**src/rtl/lrf_pkg.sv**
```systemverilog
// Shared types and sizing helpers for the LRF stream masters.
// Latency: n/a (package only).
// Backpressure: n/a (package only).
package lrf_pkg;

   localparam int PIXEL_W = 8;

   typedef enum logic {
      WAIT_SOF = 1'b0,
      STREAM   = 1'b1
   } state_t;

   // Number of output beats that make up one square frame.
   function automatic int beats_per_image(input int image_dim, input int pixels_per_beat);
      return (image_dim * image_dim) / pixels_per_beat;
   endfunction

   // Counter width able to index 0..n-1; never narrower than one bit.
   function automatic int cnt_width(input int n);
      return (n <= 2) ? 1 : $clog2(n);
   endfunction

endpackage

```
**src/rtl/lrf_axis_skid.sv**
```systemverilog
// Two-entry registered output buffer for AXI4-Stream masters; head entry drives m_axis directly.
// Latency: a push is visible on m_axis the next cycle when the buffer was empty.
// Backpressure: occupancy is exported so the producer stops pushing at 2; tdata/tlast/tuser hold while stalled.
// Ports: push_* (producer side), occupancy (0..2), m_axis_* (stream side).
// Optional: LRF_STREAMER_TUSER_EN adds push_user / m_axis_tuser.
module lrf_axis_skid
   import lrf_pkg::*;
#(
   parameter int DATA_W = 128
) (
   input  logic              clk,
   input  logic              rst,
   input  logic [DATA_W-1:0] push_data,
   input  logic              push_last,
`ifdef LRF_STREAMER_TUSER_EN
   input  logic              push_user,
`endif
   input  logic              push_valid,
   output logic [1:0]        occupancy,
   output logic [DATA_W-1:0] m_axis_tdata,
   output logic              m_axis_tvalid,
   output logic              m_axis_tlast,
`ifdef LRF_STREAMER_TUSER_EN
   output logic              m_axis_tuser,
`endif
   input  logic              m_axis_tready
);

   typedef struct packed {
      logic [DATA_W-1:0] data;
      logic              last;
`ifdef LRF_STREAMER_TUSER_EN
      logic              user;
`endif
   } entry_t;

   entry_t head;
   entry_t tail;
   entry_t push_ent;
   logic   pop;

   always_comb begin
      push_ent      = '0;
      push_ent.data = push_data;
      push_ent.last = push_last;
`ifdef LRF_STREAMER_TUSER_EN
      push_ent.user = push_user;
`endif
   end

   assign pop = m_axis_tvalid & m_axis_tready;

   // Outputs come straight from the head register: no path from tready.
   always_ff @(posedge clk) begin
      if (rst) begin
         head      <= '0;
         tail      <= '0;
         occupancy <= 2'd0;
      end else begin
         unique case ({push_valid, pop})
            2'b10: begin
               if (occupancy == 2'd0) begin
                  head      <= push_ent;
                  occupancy <= 2'd1;
               end else if (occupancy == 2'd1) begin
                  tail      <= push_ent;
                  occupancy <= 2'd2;
               end
            end
            2'b01: begin
               head      <= tail;
               occupancy <= occupancy - 2'd1;
            end
            2'b11: begin
               // Occupancy unchanged; new entry lands behind whatever remains.
               if (occupancy == 2'd1) begin
                  head <= push_ent;
               end else begin
                  head <= tail;
                  tail <= push_ent;
               end
            end
            default: ;
         endcase
      end
   end

   assign m_axis_tvalid = (occupancy != 2'd0);
   assign m_axis_tdata  = head.data;
   assign m_axis_tlast  = head.last;
`ifdef LRF_STREAMER_TUSER_EN
   assign m_axis_tuser  = head.user;
`endif

endmodule

```
**src/rtl/lrf_frame_streamer.sv**
```systemverilog
// Packs 8-bit pixels into PIXELS_PER_BEAT-wide beats and streams IMAGE_DIM^2 frames with tlast; tracks sof alignment.
// Latency: a beat appears on m_axis the cycle after its last pixel is accepted (buffer empty).
// Backpressure: pix_ready drops only when the beat-completing pixel arrives with a full 2-entry buffer.
// Ports: m_axis_aclk/m_axis_areset (sync, active-high), pix_* input port, m_axis_* master, frame_cnt, sync_err.
// Optional: LRF_STREAMER_TUSER_EN adds m_axis_tuser, high on beat 0 of each frame.
module lrf_frame_streamer
   import lrf_pkg::*;
#(
   parameter int PIXELS_PER_BEAT = 16,
   parameter int IMAGE_DIM       = 512,
   parameter int N_FUSE_COUNT    = 4,
   parameter int DATA_WIDTH      = 8 * PIXELS_PER_BEAT
) (
   input  logic                    m_axis_aclk,
   input  logic                    m_axis_areset,
   input  logic [PIXEL_W-1:0]      pix_data,
   input  logic                    pix_valid,
   output logic                    pix_ready,
   input  logic                    pix_sof,
   output logic [DATA_WIDTH-1:0]   m_axis_tdata,
   output logic                    m_axis_tvalid,
   input  logic                    m_axis_tready,
   output logic                    m_axis_tlast,
`ifdef LRF_STREAMER_TUSER_EN
   output logic                    m_axis_tuser,
`endif
   output logic [N_FUSE_COUNT-1:0] frame_cnt,
   output logic                    sync_err
);

   localparam int P   = PIXELS_PER_BEAT;
   localparam int BPI = beats_per_image(IMAGE_DIM, PIXELS_PER_BEAT);
   localparam int PCW = cnt_width(P);
   localparam int BCW = cnt_width(BPI);

   state_t                  state;
   logic [PCW-1:0]          pix_cnt;
   logic [BCW-1:0]          beat_cnt;
   // Pixels 0..P-2 of the beat in progress; pixel P-1 goes straight into the push.
   logic [DATA_WIDTH-9:0]   partial;
   logic [1:0]              occ;

   logic                    take;
   logic                    at_beat_end;
   logic                    at_frame_start;
   logic                    sof_early;
   logic                    sof_missing;
   logic                    push_valid;
   logic                    push_last;
   logic [DATA_WIDTH-1:0]   push_data;

   assign at_beat_end    = (pix_cnt == PCW'(P - 1));
   assign at_frame_start = (pix_cnt == '0) && (beat_cnt == '0);
   assign pix_ready      = !(at_beat_end && (occ == 2'd2));
   assign take           = pix_valid & pix_ready;

   assign sof_early   = (state == STREAM) && take && pix_sof && !at_frame_start;
   assign sof_missing = (state == STREAM) && take && !pix_sof && at_frame_start;
   // A sof on the beat-completing pixel is always early, so it never pushes.
   assign push_valid  = (state == STREAM) && take && at_beat_end && !pix_sof;
   assign push_last   = (beat_cnt == BCW'(BPI - 1));
   assign push_data   = {pix_data, partial};

   always_ff @(posedge m_axis_aclk) begin
      if (m_axis_areset) begin
         state     <= WAIT_SOF;
         pix_cnt   <= '0;
         beat_cnt  <= '0;
         partial   <= '0;
         sync_err  <= 1'b0;
         frame_cnt <= '0;
      end else begin
         sync_err <= sof_early | sof_missing;

         if (m_axis_tvalid && m_axis_tready && m_axis_tlast) begin
            frame_cnt <= frame_cnt + N_FUSE_COUNT'(1);
         end

         if (take) begin
            unique case (state)
               WAIT_SOF: begin
                  if (pix_sof) begin
                     partial[7:0] <= pix_data;
                     pix_cnt      <= PCW'(1);
                     beat_cnt     <= '0;
                     state        <= STREAM;
                  end
               end
               STREAM: begin
                  if (sof_early) begin
                     // Restart: the partial beat is abandoned, sof pixel is pixel 0.
                     partial[7:0] <= pix_data;
                     pix_cnt      <= PCW'(1);
                     beat_cnt     <= '0;
                  end else if (sof_missing) begin
                     state <= WAIT_SOF;
                  end else if (at_beat_end) begin
                     pix_cnt  <= '0;
                     beat_cnt <= push_last ? '0 : beat_cnt + BCW'(1);
                  end else begin
                     partial[{pix_cnt, 3'b000} +: 8] <= pix_data;
                     pix_cnt <= pix_cnt + PCW'(1);
                  end
               end
               default: state <= WAIT_SOF;
            endcase
         end
      end
   end

`ifdef LRF_STREAMER_TUSER_EN
   logic push_user;
   assign push_user = (beat_cnt == '0);
`endif

   lrf_axis_skid #(
      .DATA_W (DATA_WIDTH)
   ) u_skid (
      .clk           (m_axis_aclk),
      .rst           (m_axis_areset),
      .push_data     (push_data),
      .push_last     (push_last),
`ifdef LRF_STREAMER_TUSER_EN
      .push_user     (push_user),
`endif
      .push_valid    (push_valid),
      .occupancy     (occ),
      .m_axis_tdata  (m_axis_tdata),
      .m_axis_tvalid (m_axis_tvalid),
      .m_axis_tlast  (m_axis_tlast),
`ifdef LRF_STREAMER_TUSER_EN
      .m_axis_tuser  (m_axis_tuser),
`endif
      .m_axis_tready (m_axis_tready)
   );

endmodule

```
**config.mk**
```make
export PLATFORM = sky130hd
export DESIGN_NAME = lrf_frame_streamer
export DESIGN_NICKNAME = d
export VERILOG_FILES = /design/src/rtl/lrf_pkg.sv /design/src/rtl/lrf_axis_skid.sv /design/src/rtl/lrf_frame_streamer.sv
export SDC_FILE = /design/constraint.sdc
export NUM_CORES = 1
export LEC_CHECK = 0
export ABC_AREA = 1
export CAP_MARGIN = 25
export CELL_PAD_IN_SITES_DETAIL_PLACEMENT = 1
export CELL_PAD_IN_SITES_GLOBAL_PLACEMENT = 2
export CORE_ASPECT_RATIO = 0.9
export CORE_MARGIN = 2
export CORE_UTILIZATION = 35
export CTS_BUF_LIST = sky130_fd_sc_hd__clkbuf_8
export CTS_CLUSTER_DIAMETER = 200
export DETAILED_ROUTE_END_ITERATION = 8
export GPL_ROUTABILITY_DRIVEN = 0
export PLACE_DENSITY_LB_ADDON = 0.3
export SLEW_MARGIN = 20
export SYNTH_ARGS = -nofsm -noshare
export SYNTH_HDL_FRONTEND = slang
export SYNTH_HIERARCHICAL = 1
export SYNTH_SLANG_ARGS = --single-unit
```
**constraint.sdc**
```tcl
create_clock -name m_axis_aclk -period 4.2 [get_ports m_axis_aclk]
set_clock_uncertainty 0.15 [all_clocks]
set_input_delay 1.26 -clock m_axis_aclk [delete_from_list [all_inputs] [get_ports m_axis_aclk]]
set_output_delay 1.26 -clock m_axis_aclk [all_outputs]
set_load 0.02 [all_outputs]
```
==> summary.md, run 1 <==
| Metric | Value |
|---|---|
| Worst Setup Start Kind | register |
| Synth cell count leaders | 1328 x nand2_1, 640 x inv_1, 418 x nand3_1 |
| Antenna-violating nets left | 0 |
| Most frequent cell after synthesis | nand2_1 |
| Final worst path period share | 89.51% |
| WL final | 81720 um |
| Yosys reg bits | 404 |
| Post-synth top area share | 35.09% |
| Mapped Nets | 3895 |
| CTS Buf Count | 78 |
| Power Density | 358.5 nW/um^2 |
| H-Tree Depth | 3 |
| Slew Viols, Final | 0 |
| Hpwl dp | 53030 um |
| Crit. End Element | output port |
| HP Class | reg -> reg |
| Initial Util | 35.26% |
| Hold buffers post-CTS | 0 |
| CP Class | reg -> out |
| Post-synthesis cell count | 3872 |
| Io pins | 149 |
| CP Cell Sequence | ha_1 -> nand2_1 -> nor2_2 -> nand2_2 -> clkdlybuf4s50_1 |
| Maximum fanout along the worst path | 9 |
| Setup bufs post-CTS | 0 |
| Clock period minus worst slack | 3.759 ns |
| Setup TNS | 0 ns |
| Placed Area | 25410 um^2 |
| Synthesis Warnings | 6 |
| Cell row count | 89 |
| Final hold slack | 0.3138 ns |
| Antenna violations before repair | 1 |
| Longest Clk Path Bufs | 3 |
| Vias in the first global route | 23660 |
| Fraction of the yosys area taken by sequential cells | 35.09% |
| Final hold vios | 0 |
| MaxCap Viol Count | 0 |
| Max Freq | 266.0 MHz |
| Post-synth EDFFs | 0 |
| Area of the mapped netlist | 23050 um^2 |
| FILL cells | 8735 |
| DIE WIDTH | 274.5 um |
| WP buf/inv | 1 |
| Die Height | 247.5 um |
| Leakage power | 11.83 nW |
| Slowest CP cell | clkdlybuf4s50_1 |
| Slew at the pin with the worst max-slew slack | 0.8070 ns |
| Total number of vias | 23880 |
| Slew Limit Headroom | 46.20% |
| Drt pass-1 iters | 5 |
| Initial DRC Count | 1432 |
| Peak VDD IR | 0.0001951 V |
| TritonCTS clock tree | built |
| Largest area contributor in the netlist | dfxtp_1 |
| First-pass GRT wire length | 130700 um |
| Synth area leaders | dfxtp_1 35%, nand2_1 22%, inv_1 10% |
| DRC errors left | 0 |
| Yosys cell types | 33 |
| Post-layout instance area | 26880 um^2 |
| Worst skew pair latency | 0.67 ns |
| Crit-path max cell delay | 0.57 ns |
| RSZ-0062 raised after global routing | no |
| Main synth FF type | dfxtp_1 |
| Synth Area per Inst | 5.953 um^2 |
| Core Area | 65370 um^2 |
| Status | complete, no violations |
| DIE AREA | 67930 um^2 |
| Clk sink count | 404 |
| Delay-heaviest family, CP | buffers and inverters |
| Worst-path clk slew | 0.06 ns |
| Post-CTS Resized | 0 |
| Setup-failing EPs final | 0 |
| Root Buffer | clkbuf_8 |
| P&R area growth vs syn | 16.64% |
| Number of nets in the layout | 3960 |
| Critical Path AT | 2.35 ns |
| Wire per inst | 16.83 um |
| Port Buf Inserts | 148 |
| Gr ovfl total | 0 |
| Largest net degree at the start of global routing | 130 |
| Data required, critical path | 2.79 ns |
| Post-DR vias/cell | 4.917 |
| Total global-route track usage | 24.05% |
| Async SR Flop Fraction | 0% |
| Share of cells above drive strength 1 | 6.740% |
-- through the flow --
stage          power, mW  util [%]  worst slack (ns)  instances
2_1_floorplan      5.248         -             1.412       3872
3_3_place_gp       5.928     38.87            0.5238       4720
3_5_place_dp       5.939     38.87            0.4494       4720
4_1_cts            9.778     41.09            0.4336       4854
5_1_grt            10.13     41.13            0.3469       4856
6_report           9.638     41.13            0.4406       4856
-- where the power goes --
group,total (mW),internal (mW),leakage (nW),switching (mW)
clock network,3.78,1.97,0.846,1.80
registers,4.06,3.98,3.27,0.0819
logic,1.80,0.619,7.71,1.18
total,9.64,6.57,11.8,3.07
-- worst paths after layout --
check                          startpoint                 endpoint  slack (ns)  cells past startpoint
setup / recovery               pix_cnt[0]                pix_ready        0.44                      5
hold / removal    u_skid/m_axis_tdata[40]  u_skid/m_axis_tdata[40]        0.31                      2
setup reg to reg               pix_cnt[0]               partial[9]        1.15                      9
hold reg to reg   u_skid/m_axis_tdata[40]  u_skid/m_axis_tdata[40]        0.31                      2
-- layout make-up --
| cell class | instances | area (um^2) | share of cell area (%) |
|---|---|---|---|
| multi-input combinational | 2578 | 11500 | 42.78 |
| sequential | 404 | 8088 | 30.08 |
| inverter | 654 | 2465 | 9.169 |
| timing repair buffer | 221 | 2293 | 8.531 |
| clock buffer | 92 | 1266 | 4.710 |
| tap | 864 | 1081 | 4.021 |
| clock inverter | 42 | 187.7 | 0.6981 |
| antenna | 1 | 2.502 | 0.009308 |
-- placed cells by master (no fill, tap or decap) --
| cell type | n |
|---|---|
| nor3_2 | 3 |
| nor2_1 | 196 |
| dfxtp_1 | 404 |
| a21oi_1 | 241 |
| xnor2_1 | 1 |
| buf_4 | 52 |
| o21ai_0 | 166 |
| inv_1 | 669 |
| buf_12 | 21 |
| inv_4 | 3 |
| nor3_4 | 2 |
| or2_2 | 35 |
| nand4_1 | 102 |
| nor2_4 | 4 |
| clkbuf_8 | 92 |
| nand2_4 | 4 |
| nor2_2 | 5 |
| nand2_1 | 1326 |
| nor3_1 | 21 |
| nand3_1 | 418 |
| inv_2 | 10 |
| clkinv_2 | 8 |
| nand2_2 | 3 |
| diode_2 | 1 |
| o21ai_1 | 10 |
| clkinvlp_4 | 6 |
| clkdlybuf4s50_1 | 147 |
| ha_4 | 1 |
| o21ai_4 | 1 |
| a21oi_4 | 1 |
| xnor2_2 | 1 |
| ha_1 | 9 |
| a31oi_1 | 3 |
| buf_6 | 1 |
| nor4_1 | 4 |
| xor2_1 | 5 |
| nand3_2 | 16 |
-- registers in the layout (all words and copies together) (netlist names) --
name	count
beat_cnt	14
frame_cnt	4
partial	120
pix_cnt	4
state	1
sync_err	1
u_skid/m_axis_tdata	128
u_skid/m_axis_tlast	1
u_skid/occupancy	2
u_skid/tail	129
-- logic make-up (layout without fill, tap and decap cells) --
group	count (synthesis)	in the layout	share of synthesized area (%)
AND/OR/NAND/NOR	2139	2139	39.58
buffers and inverters	890	1009	15.26
AO/OA/AOI/OAI	422	422	9.229
flip-flops	404	404	35.09
adder cells (fa/ha/maj)	10	10	0.5429
XOR/XNOR	7	7	0.2986
other	0	1	0
-- metal layers --
layer	share of wire [%]	GRT usage [%]	wire length (um)
met1	49	33.26	39960
met2	45	38.64	36420
met3	4.2	3.841	3409
met4	2.4	6.698	1941
met5	0	0	0
-- worst register-to-register path, stage by stage, from the launching register on --
cell and delay [ns]:
dfxtp_1 0.54, inv_2 0.07, ha_1 0.26, xnor2_2 0.49
inv_2 0.30, nor3_2 0.59, nand3_2 0.30, nand2_1 0.12
inv_1 0.05, nor2_1 0.11
Note: power is estimated with default switching activity, not from simulation.
==> run 2, diff against run 1 <==
--- a/config.mk
+++ b/config.mk
@@ -16,6 +16,7 @@
 export CTS_CLUSTER_DIAMETER = 200
 export DETAILED_ROUTE_END_ITERATION = 8
 export GPL_ROUTABILITY_DRIVEN = 0
+export GPL_TIMING_DRIVEN = 0
 export PLACE_DENSITY_LB_ADDON = 0.3
 export SLEW_MARGIN = 20
 export SYNTH_ARGS = -nofsm -noshare
==> run 2 against run 1 <==
Against the previous run: global-route usage is 4.5 points higher; wire length increased by 19%; critical endpoint is now u_skid/m_axis_tdata[110]; utilization grew 0.66 points; setup slack got worse by 0.24 ns; clock power rose by 13%; via count grew 5.0%; largest power group is now the clock network.
==> summary.md, run 2 (same netlist as run 1, synthesis figures left out) <==
| Metric | Value |
|---|---|
| Longest Clk Path Bufs | 3 |
| Total number of vias | 25080 |
| Share of cells above drive strength 1 | 7.685% |
| Number of nets in the layout | 4125 |
| DIE AREA | 67930 um^2 |
| Critical Path AT | 4.39 ns |
| Worst-path clk slew | 0.06 ns |
| Fin util | 41.79% |
| Status | complete, no violations |
| Maximum fanout along the worst path | 10 |
| Vias in the first global route | 24350 |
| Slew Viols, Final | 0 |
| Clk sink count | 404 |
| Die Height | 247.5 um |
| Slowest CP cell | clkbuf_1 |
| Initial DRC Count | 1745 |
| Slew Limit Headroom | 26.46% |
| Core Area | 65370 um^2 |
| PnR Total Power | 10.25 mW |
| WL final | 97150 um |
| CP Class | in -> reg |
| Data required, critical path | 4.59 ns |
| Total global-route track usage | 28.52% |
| Cell row count | 89 |
| P&R area growth vs syn | 18.52% |
| Largest register FFs | 129 |
| Max Freq | 250.1 MHz |
| First-pass GRT wire length | 147200 um |
| Setup TNS | 0 ns |
| Worst skew pair latency | 0.69 ns |
| Hpwl dp | 72210 um |
| Crit-path max cell delay | 0.57 ns |
| Antenna-violating nets left | 0 |
| Gr ovfl total | 0 |
| TritonCTS clock tree | built |
| Commonest non-fill, non-tap cell in the layout | nand2_1 |
| Clock period minus worst slack | 3.998 ns |
| CTS Buf Count | 78 |
| RSZ-0062 raised after global routing | no |
| DIE WIDTH | 274.5 um |
| Peak VDD IR | 0.0002943 V |
| Antenna violations before repair | 6 |
| Initial Util | 35.26% |
| Io pins | 149 |
| Worst Setup Start Kind | input pin |
| Port Buf Inserts | 148 |
| DRC errors left | 0 |
| Post-DR vias/cell | 4.985 |
| CP Cell Sequence | clkdlybuf4s50_1 -> nand4_1 -> nor2_1 -> nand2_1 -> nand2_2 -> buf_2 -> clkbuf_1 -> a21oi_1 |
| Final worst path period share | 95.20% |
| Largest Register | u_skid/tail |
| Setup-failing EPs final | 0 |
| Root Buffer | clkbuf_8 |
| Largest net degree at the start of global routing | 11 |
| Power Density | 375.3 nW/um^2 |
| H-Tree Depth | 3 |
| FILL cells | 8925 |
| Drt pass-1 iters | 7 |
| Slew at the pin with the worst max-slew slack | 1.103 ns |
| Most frequent cells in the layout | 1328 x nand2_1, 667 x inv_1, 418 x nand3_1 |
| MaxCap Viol Count | 0 |
| Wire per inst | 19.31 um |
| Crit. End Element | register |
| Setup bufs post-CTS | 0 |
| HP Class | reg -> reg |
| Final hold vios | 0 |
| Leakage power | 12.16 nW |
run 2: cell count changes in the layout (fill, tap and decap cells not counted), sizes merged:
cell / change
clkinv: +1
clkdlybuf4s50: +1
clkbuf: +100
bufinv: +5
diode: +1
buf: +70
clkinvlp: -4
run 2: through the flow:
step	cells	hold WS, ns	instance area [um^2]	setup WS [ns]
6_report	5030	0.3146	27320	0.2017
5_1_grt	5029	0.3316	27310	0.07343
4_1_cts	5028	0.3158	27310	0.2616
3_5_place_dp	4886	0.3062	25640	-0.4606
3_3_place_gp	4884	0.3034	25610	-0.9097
2_1_floorplan	3872	0.3042	23050	1.412
run 2: layout make-up:
cell class | instances | area [um^2] | share of cell area, %
multi-input combinational | 2578 | 11440 | 41.89
sequential | 404 | 8088 | 29.61
inverter | 654 | 2457 | 8.996
timing repair buffer | 150 | 1508 | 5.519
clock buffer | 98 | 1349 | 4.938
tap | 864 | 1081 | 3.958
buffer | 236 | 1065 | 3.898
clock inverter | 44 | 320.3 | 1.173
antenna | 2 | 5.005 | 0.01832
run 2: metal layers:
layer  part of all wire (%)  vias to the layer above  track usage, %
li1                       -                    12430               -
met1                     48                    11910           39.78
met2                     44                      583           45.43
met3                    4.9                      148           3.744
met4                    3.0                        0           9.143
met5                      0                        -               0
run 2: final timing paths:
check | from | slack, ns | to | cells after the start
hold / removal | u_skid/m_axis_tdata[50] | 0.31 | u_skid/m_axis_tdata[50] | 2
setup reg to reg | pix_cnt[0] | 0.33 | partial[84] | 13
setup / recovery | pix_valid | 0.20 | u_skid/m_axis_tdata[110] | 8
hold reg to reg | u_skid/m_axis_tdata[50] | 0.31 | u_skid/m_axis_tdata[50] | 2
run 2: critical path, delay by kind of cell:
| family | cells | cell delay [ns] |
|---|---|---|
| and+or+nand+nor | 4 | 1.45 |
| buffers and inverters | 3 | 1.50 |
| AOI/OAI and AO/OA | 1 | 0.16 |
run 2: repair_timing:
item	in CTS	in global routing
endpoints found under the hold margin	0	0
gates resized for setup	0	2
hold buffers	0	0
endpoints found under the setup margin	0	1
run 2: report_power, final:
group	internal (mW)	switching [mW]	leakage [nW]
Sequential	3.98	0.0846	3.27
Combinational	0.619	1.30	7.93
Clock	2.41	1.86	0.959
Total	7.00	3.25	12.2
